==> src/rtl/dct_pkg.sv <==
// Shared constants for the 8-point DCT datapath: FSM encoding, Q1.7 cosine
// table and the rounding constants used when dropping the fraction bits.
package dct_pkg;

    typedef enum logic [1:0] {
        IDLE = 2'd0,
        MAC  = 2'd1,
        HOLD = 2'd2
    } dct_state_t;

    localparam int DCT_CWIDTH = 8;
    localparam int DCT_FRAC   = 7;
    localparam int DCT_RND    = 64;

    // C[k][n] = round(128 * c(k)/2 * cos((2n+1)k*pi/16)), c(0) = 1/sqrt(2)
    localparam logic signed [DCT_CWIDTH-1:0] DCT_COS [0:7][0:7] = '{
        '{ 8'sd45,  8'sd45,  8'sd45,  8'sd45,  8'sd45,  8'sd45,  8'sd45,  8'sd45},
        '{ 8'sd63,  8'sd53,  8'sd36,  8'sd12, -8'sd12, -8'sd36, -8'sd53, -8'sd63},
        '{ 8'sd59,  8'sd24, -8'sd24, -8'sd59, -8'sd59, -8'sd24,  8'sd24,  8'sd59},
        '{ 8'sd53, -8'sd12, -8'sd63, -8'sd36,  8'sd36,  8'sd63,  8'sd12, -8'sd53},
        '{ 8'sd45, -8'sd45, -8'sd45,  8'sd45,  8'sd45, -8'sd45, -8'sd45,  8'sd45},
        '{ 8'sd36, -8'sd63,  8'sd12,  8'sd53, -8'sd53, -8'sd12,  8'sd63, -8'sd36},
        '{ 8'sd24, -8'sd59,  8'sd59, -8'sd24, -8'sd24,  8'sd59, -8'sd59,  8'sd24},
        '{ 8'sd12, -8'sd36,  8'sd53, -8'sd63,  8'sd63, -8'sd53,  8'sd36, -8'sd12}
    };

endpackage

==> src/rtl/dct_cos_rom.sv <==
// Combinational cosine lookup indexed by coefficient row k and sample column n.
module dct_cos_rom
    import dct_pkg::*;
(
    input  logic [2:0]                   i_k,
    input  logic [2:0]                   i_n,
    output logic signed [DCT_CWIDTH-1:0] o_coef
);

    assign o_coef = DCT_COS[i_k][i_n];

endmodule

==> src/rtl/dct_row_mac8.sv <==
// Serial 8-point 1-D DCT: one MAC per cycle over a latched sample vector,
// one rounded/saturated coefficient presented per output handshake.
module dct_row_mac8
    import dct_pkg::*;
#(
    parameter int WIDTH  = 11,
    parameter int CWIDTH = 8,
    parameter int OWIDTH = 12
) (
    input  logic                     clk,
    input  logic                     rstn,
    input  logic                     in_valid,
    output logic                     in_ready,
    input  logic signed [WIDTH-1:0]  x0,
    input  logic signed [WIDTH-1:0]  x1,
    input  logic signed [WIDTH-1:0]  x2,
    input  logic signed [WIDTH-1:0]  x3,
    input  logic signed [WIDTH-1:0]  x4,
    input  logic signed [WIDTH-1:0]  x5,
    input  logic signed [WIDTH-1:0]  x6,
    input  logic signed [WIDTH-1:0]  x7,
    output logic                     out_valid,
    input  logic                     out_ready,
    output logic signed [OWIDTH-1:0] dout,
    output logic [2:0]               kidx,
    output logic                     last
);

    localparam int PW = WIDTH + CWIDTH;
    localparam int AW = WIDTH + CWIDTH + 3;
    localparam logic signed [AW-1:0] SAT_MAX = AW'((1 <<< (OWIDTH - 1)) - 1);
    localparam logic signed [AW-1:0] SAT_MIN = AW'(-(1 <<< (OWIDTH - 1)));

    dct_state_t r_state;
    dct_state_t w_state_nxt;

    logic signed [WIDTH-1:0]  r_x [8];
    logic [2:0]               r_k;
    logic [2:0]               r_n;
    logic signed [AW-1:0]     r_acc;
    logic                     r_in_ready;
    logic                     r_out_valid;
    logic signed [OWIDTH-1:0] r_dout;
    logic [2:0]               r_kidx;
    logic                     r_last;

    logic                       w_accept;
    logic signed [WIDTH-1:0]    w_xn;
    logic signed [CWIDTH-1:0]   w_coef;
    logic signed [PW-1:0]       w_prod;
    logic signed [AW-1:0]       w_acc_base;
    logic signed [AW-1:0]       w_sum;
    logic signed [AW-1:0]       w_rnd;
    logic signed [OWIDTH-1:0]   w_sat;

    dct_cos_rom u_rom (
        .i_k    (r_k),
        .i_n    (r_n),
        .o_coef (w_coef)
    );

    assign w_accept   = (r_state == IDLE) && in_valid;
    assign w_xn       = r_x[r_n];
    assign w_prod     = w_xn * w_coef;
    assign w_acc_base = (r_n == 3'd0) ? '0 : r_acc;
    assign w_sum      = w_acc_base + AW'(w_prod);
    assign w_rnd      = (w_sum + AW'(DCT_RND)) >>> DCT_FRAC;
    assign w_sat      = (w_rnd > SAT_MAX) ? SAT_MAX[OWIDTH-1:0] :
                        (w_rnd < SAT_MIN) ? SAT_MIN[OWIDTH-1:0] :
                                            w_rnd[OWIDTH-1:0];

    // NOTE: every always_comb output gets a default first so no path can infer a latch.
    always_comb begin
        w_state_nxt = r_state;
        case (r_state)
            IDLE:    if (in_valid)        w_state_nxt = MAC;
            MAC:     if (r_n == 3'd7)     w_state_nxt = HOLD;
            HOLD:    if (out_ready)       w_state_nxt = (r_k == 3'd7) ? IDLE : MAC;
            default:                      w_state_nxt = IDLE;
        endcase
    end

    // NOTE: sequential state uses non-blocking assignments so every flop samples pre-edge values.
    always_ff @(posedge clk) begin
        if (!rstn) begin
            r_state     <= IDLE;
            r_k         <= 3'd0;
            r_n         <= 3'd0;
            r_acc       <= '0;
            r_in_ready  <= 1'b1;
            r_out_valid <= 1'b0;
            r_dout      <= '0;
            r_kidx      <= 3'd0;
            r_last      <= 1'b0;
        end else begin
            r_state     <= w_state_nxt;
            r_in_ready  <= (w_state_nxt == IDLE);
            r_out_valid <= (w_state_nxt == HOLD);
            case (r_state)
                IDLE: begin
                    if (in_valid) begin
                        r_k <= 3'd0;
                        r_n <= 3'd0;
                    end
                end
                MAC: begin
                    r_acc <= w_sum;
                    r_n   <= r_n + 3'd1;
                    if (r_n == 3'd7) begin
                        r_dout <= w_sat;
                        r_kidx <= r_k;
                        r_last <= (r_k == 3'd7);
                    end
                end
                HOLD: begin
                    if (out_ready && r_k != 3'd7) begin
                        r_k <= r_k + 3'd1;
                        r_n <= 3'd0;
                    end
                end
                default: ;
            endcase
        end
    end

    // NOTE: sample registers carry no reset; they are always written before being read.
    always_ff @(posedge clk) begin
        if (w_accept) begin
            r_x[0] <= x0;
            r_x[1] <= x1;
            r_x[2] <= x2;
            r_x[3] <= x3;
            r_x[4] <= x4;
            r_x[5] <= x5;
            r_x[6] <= x6;
            r_x[7] <= x7;
        end
    end

    assign in_ready  = r_in_ready;
    assign out_valid = r_out_valid;
    assign dout      = r_dout;
    assign kidx      = r_kidx;
    assign last      = r_last;

endmodule

==> config.mk <==
export PLATFORM = sky130hd
export DESIGN_NAME = dct_row_mac8
export DESIGN_NICKNAME = d
export VERILOG_FILES = /design/src/rtl/dct_pkg.sv /design/src/rtl/dct_cos_rom.sv /design/src/rtl/dct_row_mac8.sv
export SDC_FILE = /design/constraint.sdc
export NUM_CORES = 1
export LEC_CHECK = 0
export ABC_AREA = 0
export CAP_MARGIN = 5
export CORE_MARGIN = 1
export CORE_UTILIZATION = 30
export CTS_BUF_LIST = sky130_fd_sc_hd__clkbuf_8 sky130_fd_sc_hd__clkbuf_16
export DETAILED_ROUTE_END_ITERATION = 10
export PLACE_DENSITY = 0.44
export SLEW_MARGIN = 5
export SYNTH_ARGS = -nofsm -noshare
export SYNTH_HDL_FRONTEND = slang
export SYNTH_HIERARCHICAL = 1
export SYNTH_SLANG_ARGS = --single-unit
==> constraint.sdc <==
create_clock -name clk -period 25.8 [get_ports clk]
set_input_delay 5.16 -clock clk [delete_from_list [all_inputs] [get_ports clk]]
set_output_delay 5.16 -clock clk [all_outputs]
set_load 0.01 [all_outputs]
==> flow_summary.json <==
{
  "outcome": "completed",
  "pin_count": 110,
  "hold_viol_final": 0,
  "ir_drop_uv": 95.8,
  "cts_tree": "done",
  "synthTopCellsByCount": "fa_1 (105), inv_1 (89), edfxtp_1 (88)",
  "synth_ff_type": "edfxtp_1",
  "synth.most_common_cell": "fa_1",
  "wire_per_inst_um": 17.0,
  "postSynthCellCount": 961,
  "grt_max_degree": 80,
  "path_delay_family": "compound AO/OA/AOI/OAI gates",
  "track_usage_pct": 15.3,
  "rsz0062_at_grt": "false",
  "clock_latency_ns": 0.45,
  "antenna_found_initial": 2,
  "gr-total-overflow": 0,
  "holdWs_ns": 0.463,
  "antenna_left": 0,
  "hold_path.class": "reg -> reg",
  "drive_above_1_share_pct": 8.79,
  "synth.area.top_cells": "edfxtp_1 (24%), fa_1 (19%), dfxtp_1 (9.4%), ha_1 (7.4%), mux4_2 (5.0%)",
  "p_per_area_nw_per_um2": 141,
  "cts_resized": 0,
  "initial_utilization_pct": 30.6,
  "htree_levels": 4,
  "drc": 0,
  "synthesis.nets": 1222,
  "via_per_inst": 4.76,
  "criticalPathCategory": "reg -> reg",
  "n_fill_cell": 3613,
  "dieArea_um2": 37000,
  "cp_slowest_stage_delay_ns": 0.94,
  "num_rows": 69,
  "setup-violations-final": 0,
  "syn-cell-area_um2": 10900,
  "start_kind": "register",
  "synth_edf_count": 88,
  "core_area_um2": 35600,
  "dp_cells": 1498,
  "syn_area_per_cell_um2": 11.3,
  "synth_top_area_share_pct": 24.3,
  "clk_pin_slew_ns": 0.07,
  "cts_max_path_buffers": 2,
  "fin_nets": 1318,
  "fin_skew_ns": 0.0308,
  "port_buffers": 109,
  "slowest_stage": "o41ai_2",
  "ys_seq_area_share_pct": 33.7,
  "cap_violations": 0,
  "hold_buffers": 0,
  "synth_largest_area_cell": "edfxtp_1",
  "ys_ff_latch": 139,
  "detail_route.wirelength_um": 26100,
  "crit_fanout": 20,
  "yosys_warnings": 6,
  "die_h_um": 192,
  "synth_cell_type_count": 76,
  "cts_root_buf": "clkbuf_16",
  "post_cts_buffers": 0,
  "finalSetupTns_ns": 0,
  "finalMaxSlewViolations": 0,
  "cts.sinks": 139,
  "period_needed_ns": 9.32,
  "max_freq_mhz": 107,
  "gp_congestion": 0.802,
  "dp_hpwl_um": 19900,
  "first_pass_iters": 5,
  "leakage_nw": 5.09,
  "max_slew_margin_pct": 31.0,
  "grt_pass1_vias": 7957,
  "die_w_um": 192,
  "instances_no_fill": 1531,
  "cp.required_ns": 26.17,
  "synthArstFlopShare_pct": 0,
  "synthToLayoutAreaGrowth_pct": 19.3,
  "critPathCaptureType": "register",
  "dr.first_iter.drc_count": 368,
  "crit_arrival_ns": 9.69,
  "cts_made_buffers": 17,
  "path_buf_inv": 4,
  "worst_pin_slew_ns": 1.02,
  "grt_pass1_wl_um": 42800,
  "vias": 7294,
  "timing.final.crit_share_pct": 36.1
}
[worst paths after layout]
kind | startpoint | to | slack, ns | cells after the start
min reg2reg | kidx[1] | kidx[1] | 0.46 | 2
max | r_k[0] | dout[0] | 16.48 | 25
min | kidx[1] | kidx[1] | 0.46 | 2
max reg2reg | r_k[0] | dout[0] | 16.48 | 25
[cell usage in the layout (no fill, tap or decap), types with 20 or more instances in the layout]
cell type	instances
dfxtp_1	50
nand2b_1	38
and2_1	29
nor2_1	36
clkdlybuf4s50_1	109
inv_1	89
mux4_2	24
nand2_1	87
edfxtp_1	88
ha_1	64
a21oi_1	20
nor2b_1	56
fa_1	105
a21boi_0	26
[state kept, by name, summed over array words and instances (netlist names), named ones only]
name and count:
kidx 3, r_n 3, r_x 88, dout 12, r_acc 22, last 1, r_state 2, in_ready 1
out_valid 1, r_k 3
[per-stage QoR]
stage	cell area, µm²	power [mW]	utilization, %	setup slack (ns)
final	13000	1.83	36.5	16.48
after global routing	13000	2.04	36.4	15.81
after CTS	13000	1.86	36.4	16.37
after detailed placement	12400	1.60	34.9	16.36
after global placement	12400	1.61	34.9	16.52
after floorplan	10900	1.32	-	16.37
[where the power goes]
part / internal [mW] / total, mW / switching (mW)
clock: 0.134 / 0.243 / 0.109
combinational: 0.545 / 1.32 / 0.780
sequential: 0.258 / 0.266 / 0.00872
[final cells by class]
| type | instances | area [µm²] | area share [%] |
|---|---|---|---|
| inverters | 89 | 334 | 2.58 |
| clock inverters | 14 | 134 | 1.03 |
| well taps | 461 | 577 | 4.45 |
| multi-input cells | 688 | 6640 | 51.2 |
| diodes | 1 | 2.50 | 0.0193 |
| clock buffers | 17 | 425 | 3.28 |
| flip-flops and latches | 139 | 3660 | 28.3 |
| repair buffers | 122 | 1190 | 9.15 |
[worst min-delay path, stage by stage (launching register included)]
cell,delay [ns]
dfxtp_1,0.31
nand2_1,0.04
a21boi_0,0.06
[cells by family (layout without fill, tap and decap cells)]
family,Yosys count,after routing,synth area share (%)
flops,139,139,33.7
compound gates,151,151,10.6
buf+inv,134,242,5.23
fa+ha+maj,169,169,26.7
xor+xnor,29,29,2.41
mux,43,43,6.82
simple gates,296,296,14.5
other cells,0,1,0
[metal layers]
| metal | up-vias | wire length, µm | track usage [%] |
|---|---|---|---|
| li1 | 3518 | - | - |
| met1 | 3673 | 11500 | 19.0 |
| met3 | 10 | 1010 | 3.55 |
| met5 | - | 13 | 0 |
| met2 | 91 | 13400 | 26.7 |
| met4 | 2 | 150 | 3.48 |
No activity file was read; power rests on OpenSTA's default activity.
